`src/rtl/uart_pkg.sv`:
```
`default_nettype none
// ============================================================================
// Package : uart_pkg
// Purpose : Shared definitions for the UART transmit queue.
//           - UART_TX_Q_DEPTH : default byte capacity of uart_tx_queue
//           - UART_BYTE_LANES : byte lanes in one CPU word
//           - tx_q_state_t    : drain FSM state encoding
// Revision: 1.0 - initial release
// ============================================================================
package uart_pkg;

  localparam int UART_TX_Q_DEPTH = 16;
  localparam int UART_BYTE_LANES = 4;

  typedef enum logic [1:0] {
    TXQ_IDLE      = 2'd0,
    TXQ_WAIT_ACT  = 2'd1,
    TXQ_WAIT_DONE = 2'd2,
    TXQ_GAP       = 2'd3
  } tx_q_state_t;

endpackage
`default_nettype wire

```
`src/rtl/uart_byte_ring.sv`:
```
`default_nettype none
// ============================================================================
// Module  : uart_byte_ring
// Purpose : DEPTH x 8 circular byte store with a 1-or-4-byte write port and
//           a 1-byte read port. Occupancy is tracked here; acceptance policy
//           (room checks) belongs to the caller.
// Ports   : clk, rst_n     - clock, asynchronous active-low reset
//           i_wr_en        - write strobe (caller guarantees room)
//           i_wr_word      - 1: write all four lanes of i_wr_data, 0: lane 0
//           i_wr_data      - write data, lane 0 lands at the write pointer
//           i_rd_en        - pop the head byte (caller guarantees non-empty)
//           o_rd_data      - current head byte
//           o_count        - registered occupancy
//           o_full/o_empty - registered occupancy flags
// Revision: 1.0 - initial release
// ============================================================================
module uart_byte_ring
  import uart_pkg::*;
#(
  parameter int DEPTH = UART_TX_Q_DEPTH,
  parameter int CNT_W = $clog2(DEPTH) + 1
) (
  input  logic             clk,
  input  logic             rst_n,
  input  logic             i_wr_en,
  input  logic             i_wr_word,
  input  logic [31:0]      i_wr_data,
  input  logic             i_rd_en,
  output logic [7:0]       o_rd_data,
  output logic [CNT_W-1:0] o_count,
  output logic             o_full,
  output logic             o_empty
);

  localparam int AW = $clog2(DEPTH);

  logic [7:0]       r_mem [DEPTH];
  logic [AW-1:0]    r_wr_ptr;
  logic [AW-1:0]    r_rd_ptr;
  logic [CNT_W-1:0] r_count;
  logic             r_full;
  logic             r_empty;

  logic [CNT_W-1:0] w_wr_n;
  logic [CNT_W-1:0] w_rd_n;
  logic [CNT_W-1:0] w_count_nxt;
  logic [AW-1:0]    w_lane_idx [UART_BYTE_LANES];

  assign w_wr_n      = !i_wr_en  ? '0 :
                       i_wr_word ? CNT_W'(UART_BYTE_LANES) : CNT_W'(1);
  assign w_rd_n      = CNT_W'(i_rd_en);
  assign w_count_nxt = r_count + w_wr_n - w_rd_n;

  // Lane addresses wrap naturally because they are AW bits wide.
  for (genvar l = 0; l < UART_BYTE_LANES; l++) begin : g_lane
    assign w_lane_idx[l] = r_wr_ptr + AW'(l);
  end

  always_ff @(posedge clk) begin
    for (int l = 0; l < UART_BYTE_LANES; l++) begin
      if (i_wr_en && (l == 0 || i_wr_word)) begin
        r_mem[w_lane_idx[l]] <= i_wr_data[8*l +: 8];
      end
    end
  end

  always_ff @(posedge clk or negedge rst_n) begin
    if (!rst_n) begin
      r_wr_ptr <= '0;
      r_rd_ptr <= '0;
      r_count  <= '0;
      r_full   <= 1'b0;
      r_empty  <= 1'b1;
    end else begin
      // Low AW bits of the advance give the modulo-DEPTH step (4 mod 4 = 0).
      r_wr_ptr <= r_wr_ptr + w_wr_n[AW-1:0];
      r_rd_ptr <= r_rd_ptr + AW'(i_rd_en);
      r_count  <= w_count_nxt;
      r_full   <= (w_count_nxt == CNT_W'(DEPTH));
      r_empty  <= (w_count_nxt == '0);
    end
  end

  assign o_rd_data = r_mem[r_rd_ptr];
  assign o_count   = r_count;
  assign o_full    = r_full;
  assign o_empty   = r_empty;

endmodule
`default_nettype wire

```
`src/rtl/uart_tx_queue.sv`:
```
`default_nettype none
// ============================================================================
// Module  : uart_tx_queue
// Purpose : Transmit byte queue between the MMIO mapper and uart_controller.
//           Accepts single bytes or 32-bit words (LSB first), drains one byte
//           per UART frame, pacing on the controller's tx_active/tx_done.
// Ports   : clk, rst_n          - clock, asynchronous active-low reset
//           in_push            - CPU write strobe
//           in_data            - CPU write data
//           in_send_word       - 1: enqueue 4 bytes, 0: enqueue in_data[7:0]
//           in_clear_overflow  - clears out_overflow
//           out_level          - bytes queued
//           out_full/out_empty - occupancy flags
//           out_overflow       - sticky, a push was rejected
//           out_send_data_en   - one-cycle send strobe to the controller
//           out_tx_data        - byte carried by the last strobe
//           in_tx_active       - controller busy status
//           in_tx_done         - controller frame-complete pulse
// Revision: 1.0 - initial release
// ============================================================================
module uart_tx_queue
  import uart_pkg::*;
#(
  parameter int DEPTH = UART_TX_Q_DEPTH,
  parameter int CNT_W = $clog2(DEPTH) + 1
) (
  input  logic             clk,
  input  logic             rst_n,
  input  logic             in_push,
  input  logic [31:0]      in_data,
  input  logic             in_send_word,
  input  logic             in_clear_overflow,
  output logic [CNT_W-1:0] out_level,
  output logic             out_full,
  output logic             out_empty,
  output logic             out_overflow,
  output logic             out_send_data_en,
  output logic [7:0]       out_tx_data,
  input  logic             in_tx_active,
  input  logic             in_tx_done
);

  tx_q_state_t      r_state;
  logic             r_overflow;
  logic             r_send_en;
  logic [7:0]       r_tx_data;

  logic [CNT_W-1:0] w_level;
  logic [CNT_W-1:0] w_need;
  logic [CNT_W-1:0] w_free;
  logic             w_accept;
  logic             w_reject;
  logic             w_pop;
  logic [7:0]       w_head;

  // Room is judged on the occupancy before any same-cycle pop, so a pop
  // never makes room for a push in the same cycle.
  assign w_need   = in_send_word ? CNT_W'(UART_BYTE_LANES) : CNT_W'(1);
  assign w_free   = CNT_W'(DEPTH) - w_level;
  assign w_accept = in_push && (w_free >= w_need);
  assign w_reject = in_push && !w_accept;
  assign w_pop    = (r_state == TXQ_IDLE) && (w_level != '0);

  uart_byte_ring #(
    .DEPTH (DEPTH),
    .CNT_W (CNT_W)
  ) u_ring (
    .clk       (clk),
    .rst_n     (rst_n),
    .i_wr_en   (w_accept),
    .i_wr_word (in_send_word),
    .i_wr_data (in_data),
    .i_rd_en   (w_pop),
    .o_rd_data (w_head),
    .o_count   (w_level),
    .o_full    (out_full),
    .o_empty   (out_empty)
  );

  // A rejected push outranks a same-cycle clear.
  always_ff @(posedge clk or negedge rst_n) begin
    if (!rst_n) begin
      r_overflow <= 1'b0;
    end else if (w_reject) begin
      r_overflow <= 1'b1;
    end else if (in_clear_overflow) begin
      r_overflow <= 1'b0;
    end
  end

  always_ff @(posedge clk or negedge rst_n) begin
    if (!rst_n) begin
      r_state   <= TXQ_IDLE;
      r_send_en <= 1'b0;
      r_tx_data <= 8'h00;
    end else begin
      r_send_en <= w_pop;
      if (w_pop) begin
        r_tx_data <= w_head;
      end
      case (r_state)
        TXQ_IDLE: begin
          if (w_pop) r_state <= TXQ_WAIT_ACT;
        end
        TXQ_WAIT_ACT: begin
          // A frame short enough to finish before tx_active is seen
          // goes straight to the cleanup gap.
          if (in_tx_active)    r_state <= TXQ_WAIT_DONE;
          else if (in_tx_done) r_state <= TXQ_GAP;
        end
        TXQ_WAIT_DONE: begin
          if (in_tx_done) r_state <= TXQ_GAP;
        end
        TXQ_GAP: begin
          r_state <= TXQ_IDLE;
        end
        default: begin
          r_state <= TXQ_IDLE;
        end
      endcase
    end
  end

  assign out_level        = w_level;
  assign out_overflow     = r_overflow;
  assign out_send_data_en = r_send_en;
  assign out_tx_data      = r_tx_data;

endmodule
`default_nettype wire

```
`config.mk`:
```
export PLATFORM = sky130hd
export DESIGN_NAME = uart_tx_queue
export DESIGN_NICKNAME = d
export VERILOG_FILES = /design/src/rtl/uart_pkg.sv /design/src/rtl/uart_byte_ring.sv /design/src/rtl/uart_tx_queue.sv
export SDC_FILE = /design/constraint.sdc
export NUM_CORES = 1
export LEC_CHECK = 0
export CORE_MARGIN = 5
export CORE_UTILIZATION = 40
export DETAILED_ROUTE_END_ITERATION = 6
export HOLD_SLACK_MARGIN = 0.02
export PLACE_DENSITY = 0.7
export SLEW_MARGIN = 20
export SYNTH_ARGS = -nofsm -noshare
export SYNTH_HDL_FRONTEND = slang
export SYNTH_SLANG_ARGS = --single-unit
```
`constraint.sdc`:
```
create_clock -name clk -period 3.5 [get_ports clk]
set_clock_uncertainty 0.05 [all_clocks]
set_input_delay 0.525 -clock clk [delete_from_list [all_inputs] [get_ports clk]]
set_output_delay 0.525 -clock clk [all_outputs]
set_load 0.01 [all_outputs]
```
==> results.md <==
* CTS tree: built
* Largest area contributor in the netlist: edfxtp_1
* # DRC at 0
* Initial Utilization at 40.84%
* Total Routing Usage GR at 27.97%
* Failing checks: negative setup slack
* Input/output buffers at 55
* P per Cell Area at 820.7 nW/µm²
* CP Capture Type: register
* Clock latency on the worst-skew pair at 0.44 ns
* First drt pass iteration count at 6
* Yosys cell types at 69
* RSZ-0062 raised after global routing: true
* Post-DR wirelength/cell at 28.16 µm
* Nets at 1,267
* Peak VDD IR at 0.5070 mV
* Final worst setup slack at -0.04123 ns
* Clk sink count at 155
* Core Region at 27,030 µm²
* HPWL after DPL at 31,040 µm
* Ant diodes at 0
* Required @ worst endpoint at 3.68 ns
* Slew Limit Fails at 0
* Crit path launch type: register
* First-pass GRT wire length at 65,070 µm
* Post-route ant nets at 0
* Worst Path Max Fanout at 11
* Worst r2r dst: u_ring.r_mem[2][6]$_DFFE_PP_
* Slew Limit Headroom at 12.77%
* Yosys warning count at 0
* Longest Clk Path Bufs at 2
* Final critical-path required period at 3.541 ns
* Predominant post-synthesis flop cell: edfxtp_1
* Clk slew on worst S/H paths at 0.07 ns
* Vias in the first global route at 10,400
* IO Pins at 56
* Area Growth Syn to Fin at 20.25%
* Post-cts resize count at 0
* Setup Crit Path Kind: reg -> reg
* Die Ht at 176.1 µm
* Synth top area cells: edfxtp_1, mux4_2, dfrtp_1
* Reg2Reg Launch Point: u_ring.o_count[0]$_DFF_PN0_
* Post-Synthesis Cells at 1,119
* FF+latch count, synth at 155
* Hold slack at 0.4519 ns
* # fillers at 2,438
* Synth Cell Area at 11,040 µm²
* Num rows at 60
* DP Worst Slack at -0.2552 ns
* # H-tree levels at 4
* Layout cells sized above 1 at 19.87%
* Hold WC Path Type: in -> async
* EDFF count, synth at 128
* Die area at 31,010 µm²
* Routability cong. at 1.006
* Post-placement cell area at 12,680 µm²
* Fin crit share at 101.2%
* Synth top area share at 34.83%
* Fin. Hold Viols at 0
* Syn avg cell area at 9.863 µm²
* Async SR Flop Fraction at 17.42%
* Largest net degree at the start of global routing at 35
* Die X at 176.1 µm
* CTS root buf: clkbuf_16
* Final Instance Area at 13,270 µm²
* Worst R2R Setup Slack at -0.04 ns
* Worst EP arrival at 3.72 ns
* Total Wirelength at 44,040 µm
* Initial antenna violation count at 2
* Status: complete, but fails checks
* Slew @ Worst Pin at 1.304 ns
* Vias per std cell at 6.923
* Fmax at 0.2824 GHz
* Number of DRC markers in iteration 0 at 1,717
* R2R depth at 12
* Max Cap Viol at 0
* Setup violators final at 1
* Most common cell after layout, fill and taps aside: nand2_1
* Most frequent cells in the layout: nand2_1, edfxtp_1, buf_4
* Leakage at 4.708 nW
* Routed vias at 10,830
* Gr ovfl total at 0
* CTS buffer count at 17
* Sequential share of the synthesized area at 40.96%
* Syn nets at 1,176
* Total power at 10.89 mW
[cells in the mapped netlist, types with 5 or more instances]
cell / instances
a211oi_1: 42
a21boi_0: 8
a21oi_1: 25
a221o_1: 15
a221oi_1: 33
a22o_1: 15
a31oi_1: 11
and2_1: 26
and3_1: 15
buf_1: 14
buf_2: 27
clkbuf_1: 64
dfrtp_1: 26
edfxtp_1: 128
ha_1: 17
inv_1: 21
mux2_2: 9
mux2i_1: 18
mux4_2: 40
nand2_1: 137
nand2b_1: 5
nand3_1: 21
nand4_1: 14
nor2_1: 80
nor3_1: 48
nor4_2: 10
o21a_1: 17
o21ai_0: 34
o21ai_1: 6
o22ai_1: 45
o31ai_1: 70
or3_1: 9
xnor2_1: 11
xor2_1: 6
[critical path, stage by stage, from the launching register on]
cell and delay [ns]:
dfrtp_1 0.36, inv_1 0.11, ha_1 0.24, and3_1 0.18, ha_1 0.29, nand2b_1 0.11
buf_4 0.12, a221oi_4 0.04, buf_4 0.22, buf_4 0.18, nor3_1 0.90, a221oi_1 0.13
o31ai_1 0.40
[metal layers]
layer	track usage, %	part of all wire [%]	vias up
met3	9.208	15	206
met4	13.68	5.9	2
met1	36.75	37	5150
li1	-	-	4568
met5	0	0.032	-
met2	41.59	43	902
[state kept, by name (all words and copies together), names as in the netlist]
| register | count |
|---|---|
| u_ring.r_mem | 128 |
| out_tx_data | 8 |
| u_ring.o_count | 5 |
| u_ring.r_rd_ptr | 4 |
| u_ring.r_wr_ptr | 4 |
| r_state | 2 |
| out_overflow | 1 |
| out_send_data_en | 1 |
| u_ring.o_empty | 1 |
| u_ring.o_full | 1 |
[logic make-up after synthesis]
| family | synth area share (%) |
|---|---|
| muxes | 10.71 |
| AOI/OAI and AO/OA | 22.49 |
| and+or+nand+nor | 17.20 |
| adders and majority gates | 2.109 |
| DFF | 40.96 |
| buffers and inverters | 5.181 |
| xor gates and xnor gates | 1.349 |
[how the worst max path moves through the flow]
stage | startpoint | endpoint | slack, ns | depth (start not counted)
after detailed placement | in_send_word | u_ring.o_full$_DFF_PN0_ | -0.26 | 13
final | u_ring.o_count[0]$_DFF_PN0_ | u_ring.r_mem[2][6]$_DFFE_PP_ | -0.04 | 12
after CTS | u_ring.o_count[0]$_DFF_PN0_ | u_ring.r_mem[2][0]$_DFFE_PP_ | 0.07 | 12
after floorplan | in_send_word | u_ring.o_full$_DFF_PN0_ | -0.004 | 15
after global routing | u_ring.o_count[0]$_DFF_PN0_ | u_ring.r_mem[10][1]$_DFFE_PP_ | -0.13 | 13
after global placement | in_send_word | u_ring.o_full$_DFF_PN0_ | -0.24 | 13
[where the power goes]
part | switching (mW) | total (mW) | internal [mW]
combinational | 3.40 | 5.84 | 2.44
sequential | 0.426 | 3.17 | 2.75
clock | 0.874 | 1.88 | 1.01
total | 4.70 | 10.9 | 6.19
[metrics by stage]
stage                     util (%)   TNS (ns)  instances
after floorplan                  -  -0.004271       1119
after global placement       46.93     -5.836       1532
after detailed placement     46.93     -10.67       1532
after CTS                    49.09          0       1564
after global routing         49.11     -3.830       1564
final                        49.11   -0.04123       1564
[final cells by class]
| type | count | area [µm²] | area share [%] |
|---|---|---|---|
| Timing Repair Buffer | 184 | 1644 | 12.39 |
| Clock inverter | 15 | 157.7 | 1.188 |
| Clock buffer | 17 | 425.4 | 3.205 |
| Sequential cell | 155 | 4522 | 34.07 |
| Tap cell | 341 | 426.7 | 3.215 |
| Inverter | 21 | 83.83 | 0.6317 |
| Multi-Input combinational cell | 831 | 6012 | 45.30 |
[repair_timing]
action | in CTS | in global routing
hold buffers | 0 | 0
endpoints found under the setup margin | 0 | 48
buffers inserted | 0 | 0
Power figures use the tool's default switching activity.
